`src/rtl/event_encoder_83.sv`:
```
// event_encoder_83
//   Registered 8-to-3 event encoder. It captures single-cycle strobes on eight
//   request lines into a sticky pending register. It then offers them one at a
//   time as binary indices over a valid/ready handshake, in fixed priority
//   order.
//
// Parameters
//   LSB_FIRST  1 = lowest set pending index wins, 0 = highest set index wins.
//
// Ports
//   clk        in   1  clock, rising edge
//   rst        in   1  asynchronous active-high reset
//   req        in   8  event strobes, OR-ed into pending each edge
//   clr        in   1  synchronous clear of pending and overflow
//   out_valid  out  1  out_code holds an undelivered index
//   out_code   out  3  index offered to the consumer
//   out_ready  in   1  consumer accepts when high together with out_valid
//   pending    out  8  pending events, excluding the one in the output stage
//   overflow   out  1  sticky: an event hit a bit that was already pending
module event_encoder_83 #(
  parameter bit LSB_FIRST = 1'b1
) (
  input  logic       clk,
  input  logic       rst,
  input  logic [7:0] req,
  input  logic       clr,
  output logic       out_valid,
  output logic [2:0] out_code,
  input  logic       out_ready,
  output logic [7:0] pending,
  output logic       overflow
);

  typedef enum logic {
    IDLE,
    HOLD
  } state_t;

  state_t     state;
  state_t     state_next;
  logic       load;
  logic [2:0] winner;
  logic [7:0] load_mask;
  logic [7:0] pending_next;
  logic       overflow_next;

  // Priority pick: scan so that the preferred end is visited last and overrides.
  always_comb begin
    winner = '0;
    if (LSB_FIRST) begin
      for (int unsigned i = 8; i > 0; i--) begin
        if (pending[i-1]) winner = 3'(i - 1);
      end
    end else begin
      for (int unsigned i = 0; i < 8; i++) begin
        if (pending[i]) winner = 3'(i);
      end
    end
  end

  // Output-stage next state. A load happens whenever the stage is empty or
  // is being emptied this edge, and there is something pending.
  always_comb begin
    state_next = state;
    load       = 1'b0;
    unique case (state)
      IDLE: begin
        if (pending != '0) begin
          load       = 1'b1;
          state_next = HOLD;
        end
      end
      HOLD: begin
        if (out_ready) begin
          if (pending != '0) load = 1'b1;
          else               state_next = IDLE;
        end
      end
      default: state_next = IDLE;
    endcase
  end

  // The loaded bit is removed before req is OR-ed in, so a req on that same bit
  // re-pends it. The loaded bit is also excluded from overflow detection.
  always_comb begin
    load_mask     = load ? (8'd1 << winner) : '0;
    pending_next  = ((clr ? '0 : pending) & ~load_mask) | req;
    overflow_next = clr ? 1'b0 : (overflow | (|(req & pending & ~load_mask)));
  end

  always_ff @(posedge clk or posedge rst) begin
    if (rst) state <= IDLE;
    else     state <= state_next;
  end

  always_ff @(posedge clk or posedge rst) begin
    if (rst) begin
      pending  <= '0;
      overflow <= 1'b0;
      out_code <= '0;
    end else begin
      pending  <= pending_next;
      overflow <= overflow_next;
      if (load) out_code <= winner;
    end
  end

  assign out_valid = (state == HOLD);

endmodule
```
`config.mk`:
```
export PLATFORM = sky130hd
export DESIGN_NAME = event_encoder_83
export DESIGN_NICKNAME = d
export VERILOG_FILES = /design/src/rtl/event_encoder_83.sv
export SDC_FILE = /design/constraint.sdc
export NUM_CORES = 1
export LEC_CHECK = 0
export CAP_MARGIN = 10
export CORE_MARGIN = 2
export CORE_UTILIZATION = 38
export CTS_CLUSTER_DIAMETER = 60
export DETAILED_ROUTE_END_ITERATION = 16
export GPL_ROUTABILITY_DRIVEN = 1
export MAX_ROUTING_LAYER = met4
export PLACE_DENSITY = 0.73
export SLEW_MARGIN = 5
export SYNTH_ARGS = -nofsm -noshare
export SYNTH_HDL_FRONTEND = slang
export SYNTH_SLANG_ARGS = --single-unit
```
`constraint.sdc`:
```
create_clock -name clk -period 1.6 [get_ports clk]
set_clock_uncertainty 0.05 [all_clocks]
set_input_delay 0.48 -clock clk [delete_from_list [all_inputs] [get_ports clk]]
set_output_delay 0.48 -clock clk [all_outputs]
set_load 0.01 [all_outputs]
```
==> results of run 1 <==
==> routing by layer <==
metal,track usage,share of wire,vias up
li1,-,-,335
met1,0.2524,0.45,335
met2,0.3250,0.50,18
met3,0.02353,0.041,4
met4,0.06857,0.014,0
met5,-,0,-
==> worst min path at each step <==
stage                     start  cells past startpoint           to
floorplan                   rst                      1  out_code[0]
global placement    out_code[0]                      1  out_code[0]
detailed placement  out_code[0]                      1  out_code[0]
CTS                         rst                      3  out_code[1]
global route                rst                      3    out_valid
finish                      rst                      3    out_valid
==> per-stage QoR <==
| stage | instance area (µm²) | power, mW | hold WS, ps |
|---|---|---|---|
| finish | 1115 | 0.7795 | 440.4 |
| global route | 1115 | 0.8267 | 479.3 |
| CTS | 1086 | 0.7764 | 445.2 |
| detailed placement | 1045 | 0.5783 | 431.1 |
| global placement | 1045 | 0.5752 | 421.7 |
| floorplan | 680.7 | 0.4597 | 306.8 |
==> power groups by stage <==
stage	Sequential (mW)	Clock (mW)	Combinational, mW
after detailed placement	0.381	0	0.198
after global routing	0.374	0.232	0.221
final	0.371	0.208	0.200
after global placement	0.380	0	0.195
after CTS	0.371	0.212	0.193
after floorplan	0.393	0	0.0664
==> worst reg2reg max path, delay by kind of cell, from the launching register on <==
family	cells	cell delay, ps
simple gates	3	890
flops	1	430
compound gates	1	240
==> timing repair <==
item	CTS	global route
gates resized for setup	24	6
cloned	0	0
endpoints found under the setup margin	16	5
endpoints found under the hold margin	0	0
pin swaps	3	2
buffers inserted	3	2
==> synthesized netlist by cell type, drive strengths merged (2+ instances only) <==
master  number  area, µm²
o211ai       2      15.01
clkbuf       3      11.26
o311ai       3      26.28
nand3        2      10.01
nand2b       6      40.04
a31o         4      35.04
a21oi        3      15.01
dfrtp       13      325.3
nor4         2      33.78
nor2         4      15.01
o21ai        6      30.02
inv          7      26.28
==> cells by family after synthesis <==
logic type / share of synthesized area
AOI/OAI and AO/OA: 0.2680
buffers and inverters: 0.05546
DFF: 0.4806
muxes: 0.01663
and+or+nand+nor: 0.1793
==> layout make-up <==
| cell class | count | area [µm²] |
|---|---|---|
| clock buffer | 4 | 26.28 |
| inverter | 7 | 26.28 |
| multi-input combinational | 43 | 350.3 |
| timing repair buffer | 42 | 350.3 |
| sequential | 13 | 330.3 |
| fill | 138 | 593.1 |
| tap | 25 | 31.28 |
==> cells in the final DEF (no fill, tap or decap), types with 3 or more instances in the layout <==
cell type	n
clkdlybuf4s50_1	10
a31o_2	3
dfrtp_1	9
dfrtp_2	4
o21ai_0	5
nor2_1	3
dlygate4sd2_1	12
buf_4	18
inv_1	7
clkbuf_4	3
nand2b_1	4
==> state kept, by name, indices dropped and copies added, names as in the netlist <==
signal and flops:
out_code 3, out_valid 1, overflow 1, pending 8
==> results.py, run 1 <==
metrics = {
    "place": {
        "preCtsSetupSlack_ps": -458.1,
        "dp_hpwl_um": 1332,
        "gp_congestion": 0.7977,
        "port_buffers": 24,
        "dp_cells": 126,
    },
    "power_and_ir_drop": {
        "switchingPower_uw": 222.6,
        "p_int_uw": 556.9,
        "p_comb_frac": 0.257,
        "ir_drop_mv": 0.5915,
        "power.share.switching": 0.2855,
        "p_leak_nw": 0.4947,
        "p_per_area_nw_per_um2": 699.2,
        "pwr-share-clk": 0.267,
        "p_seq_frac": 0.476,
    },
    "cts": {
        "tritoncts": "yes",
        "cts_made_buffers": 3,
        "clk_transition_reported_paths_ps": 80,
        "cts_htree_levels": 1,
        "cts_root_buf": "clkbuf_4",
        "numClockSinks": 13,
        "ctsHoldBuffers": 0,
        "clk_latency_ps": 280,
        "cts_buffer_depth": 2,
    },
    "floorplanning": {
        "chipWidth_um": 46.21,
        "die_h_um": 46.21,
        "num_rows": 15,
        "io_pins": 25,
        "start_util": 0.3963,
        "core-area_um2": 1708,
        "dieArea_um2": 2135,
    },
    "setup_path": {
        "cp-end-kind": "flip-flop",
        "critPathLaunch": "pending[0]",
        "cp.depth": 4,
        "critPathLaunchType": "flip-flop",
        "reg2reg_to": "pending[7]",
        "path_class": "reg2reg",
        "cp_top_family": "simple AND/OR/NAND/NOR gates",
        "ff2ff_setup_slack_ps": -110,
        "path_buf_inv": 0,
        "cp.required_ps": 1720,
        "cp_cell_sequence": "nor4_4, nand2b_4, or4_4, a31o_1",
        "critPathMaxFanout": 2,
        "critPathArrivalTime_ps": 1830,
        "max_stage_delay_ps": 430,
        "r2r_start": "pending[0]",
        "critPathCapture": "pending[7]",
        "r2r_cells": 4,
        "slowest_stage": "dfrtp_2",
    },
    "logic_synthesis": {
        "ys.flop_type": "dfrtp_1",
        "ys_warn_count": 0,
        "synthCells": 66,
        "ys_async_sr_fraction": 1.000,
        "synth.avg_cell_area_um2": 10.26,
        "synth_area_um2": 676.9,
        "synth-edff-count": 0,
        "syn-num-nets": 78,
        "synth_cell_types": 27,
        "ys_ff_latch": 13,
        "seq_area_frac_synth": 0.4806,
    },
    "timing": {
        "setup_violations": 2,
        "fmax_mhz": 585.7,
        "finalMaxSlewViolations": 0,
        "rsz0062_at_grt": "true",
        "finalCritPeriodShare": 1.067,
        "min_period_ps": 1707,
        "worst_pin_slew_ps": 325.1,
        "finalHoldViolCount": 0,
        "finalSetupTns_ps": -196.1,
        "slew_headroom": 0.7814,
        "setup_ws_ps": -107.3,
    },
    "layout": {
        "syn_to_final_growth_pct": 64.70,
        "final_cells": 134,
        "drive_above_1_share": 0.3578,
        "final_util": 0.6527,
        "n_antenna_cell": 0,
        "nNetsFinal": 122,
    },
    "run_status": {
        "status": "finished, violations left",
        "violations": "setup timing",
    },
    "grt": {
        "grt_use_total": 0.1988,
        "grt_pass1_wl_um": 2939,
        "antenna_found_initial": 0,
        "grt_max_degree": 14,
        "grt_pass1_vias": 667,
        "gr-total-overflow": 0,
    },
    "drt": {
        "vias_per_cell": 5.164,
        "drc": 0,
        "dr_total_vias": 692,
        "ant_nets": 0,
        "dr.pass1.iters": 4,
        "wl_per_cell_um": 13.25,
        "finalWirelength_um": 1775,
        "drtIter0Drc": 9,
    },
    "min_path": {
        "hp-class": "in2async",
    },
    "flow_run": {
        "drv_cap": 0,
    },
}
No activity file was read; power rests on OpenSTA's default activity.
==> inputs of run 2 (changes only) <==
- CORE_MARGIN: 2 -> 3
- SKIP_LAST_GASP: not set -> 1
==> results.py, run 2 (same netlist as run 1, synthesis figures left out) <==
metrics = {
    "run_status": {
        "status": "finished, violations left",
        "violations": "setup timing",
    },
    "cts": {
        "numClockSinks": 13,
        "ctsHoldBuffers": 0,
        "cts_made_buffers": 3,
        "tritoncts": "yes",
        "clk_transition_reported_paths_ps": 80,
        "cts_htree_levels": 1,
        "clk_latency_ps": 280,
        "cts_buffer_depth": 2,
        "cts_root_buf": "clkbuf_4",
    },
    "timing": {
        "setup_violations": 3,
        "rsz0062_at_grt": "true",
        "fmax_mhz": 591.4,
        "finalHoldViolCount": 0,
        "min_period_ps": 1691,
        "worst_pin_slew_ps": 371.7,
        "hold_ws_ps": 433.3,
        "finalMaxSlewViolations": 0,
        "setup_ws_ps": -90.85,
        "finalSetupTns_ps": -189.8,
        "slew_headroom": 0.7490,
        "finalCritPeriodShare": 1.057,
    },
    "place": {
        "dp_hpwl_um": 1354,
        "gp_congestion": 0.8459,
        "port_buffers": 24,
        "dp_cells": 129,
    },
    "power_and_ir_drop": {
        "p_comb_frac": 0.274,
        "total_power_uw": 794.0,
        "p_int_uw": 569.5,
        "p_seq_frac": 0.466,
        "p_leak_nw": 0.5197,
        "ir_drop_mv": 0.4256,
        "p_per_area_nw_per_um2": 686.8,
        "power.share.switching": 0.2827,
        "switchingPower_uw": 224.5,
        "pwr-share-clk": 0.260,
    },
    "setup_path": {
        "critPathArrivalTime_ps": 1790,
        "path_class": "reg2reg",
        "critPathLaunch": "pending[3]",
        "cp-end-kind": "flip-flop",
        "r2r_start": "pending[3]",
        "cp.required_ps": 1700,
        "critPathMaxFanout": 2,
        "critPathLaunchType": "flip-flop",
    },
    "floorplanning": {
        "start_util": 0.4246,
        "num_rows": 14,
        "chipWidth_um": 48.21,
        "core-area_um2": 1594,
        "dieArea_um2": 2324,
        "die_h_um": 48.21,
        "io_pins": 25,
    },
    "drt": {
        "finalWirelength_um": 1881,
        "drc": 0,
        "dr_total_vias": 709,
        "ant_nets": 0,
        "drtIter0Drc": 11,
        "vias_per_cell": 5.064,
        "wl_per_cell_um": 13.44,
        "dr.pass1.iters": 4,
    },
    "grt": {
        "gr-total-overflow": 0,
        "grt_pass1_wl_um": 2939,
        "grt_use_total": 0.1916,
        "grt_max_degree": 14,
        "grt_pass1_vias": 693,
        "antenna_found_initial": 0,
    },
    "layout": {
        "largest_reg_flops": 8,
        "largest_register": "pending",
        "final_common_cell": "buf_4",
        "mostFrequentLayoutCells": "buf_4, dlygate4sd2_1, clkdlybuf4s50_1",
        "final_util": 0.7253,
        "n_antenna_cell": 0,
        "largestRegisters": "pending (8), out_code (3)",
        "drive_above_1_share": 0.4052,
        "syn_to_final_growth_pct": 70.80,
        "nNetsFinal": 129,
        "final_cells": 140,
        "nFillCells": 116,
    },
    "flow_run": {
        "drv_cap": 0,
    },
    "min_path": {
        "hp-class": "in2async",
    },
}
-- run 2: what timing repair did --
action / CTS / global route
setup endpoints to repair: 16 / 10
setup buffers: 4 / 3
gates resized for setup: 24 / 8
pin swaps: 5 / 0
-- run 2: worst paths after layout --
check | endpoint | slack (ps) | cells after the start
min | out_valid | 430 | 3
max reg2reg | overflow | -90 | 6
min in group clk | out_code[0] | 460 | 1
max | overflow | -90 | 6
min reg2reg | out_code[0] | 460 | 1
max in group asynchronous | pending[2] | 880 | 3
-- run 2: worst max-delay path, cell delays in order, from the launching register on --
cell and delay [ps]:
dfrtp_1 400, buf_6 130, nor4_4 290, nand2b_4 80, or4_4 430, nand3_2 70, a41oi_1 110
-- run 2: metrics by stage --
stage | setup slack [ps] | area [µm²]
after detailed placement | -415.0 | 1074
after global routing | -148.1 | 1156
after floorplan | -108.4 | 680.7
after global placement | -405.8 | 1074
final | -90.85 | 1156
after CTS | -88.79 | 1135
-- run 2: layout make-up --
class / instances / area [µm²] / share of cell area
tap: 24 / 30.03 / 0.02597
clock buffer: 4 / 26.28 / 0.02273
timing repair buffer: 49 / 402.9 / 0.3485
inverter: 7 / 26.28 / 0.02273
sequential: 13 / 330.3 / 0.2857
multi-input combinational: 43 / 340.3 / 0.2944
-- run 2: power groups by stage --
stage / sequential [mW] / combinational [mW] / clock (mW)
after floorplan: 0.393 / 0.0664 / 0
after global placement: 0.381 / 0.200 / 0
after detailed placement: 0.382 / 0.203 / 0
after CTS: 0.370 / 0.209 / 0.212
after global routing: 0.373 / 0.236 / 0.235
final: 0.370 / 0.218 / 0.206
-- run 2: routing by layer --
layer,part of all wire,vias up,global-route usage
li1,-,348,-
met1,0.43,340,0.2302
met2,0.50,19,0.2891
met3,0.056,2,0.07380
met4,0.0064,0,0.06989
met5,0,-,-
==> inputs of run 3 (changes only) <==
- SLEW_MARGIN: 5 -> not set
==> results of run 3 <==
No change in the layout: final DEF, timing and power equal those of run 2.
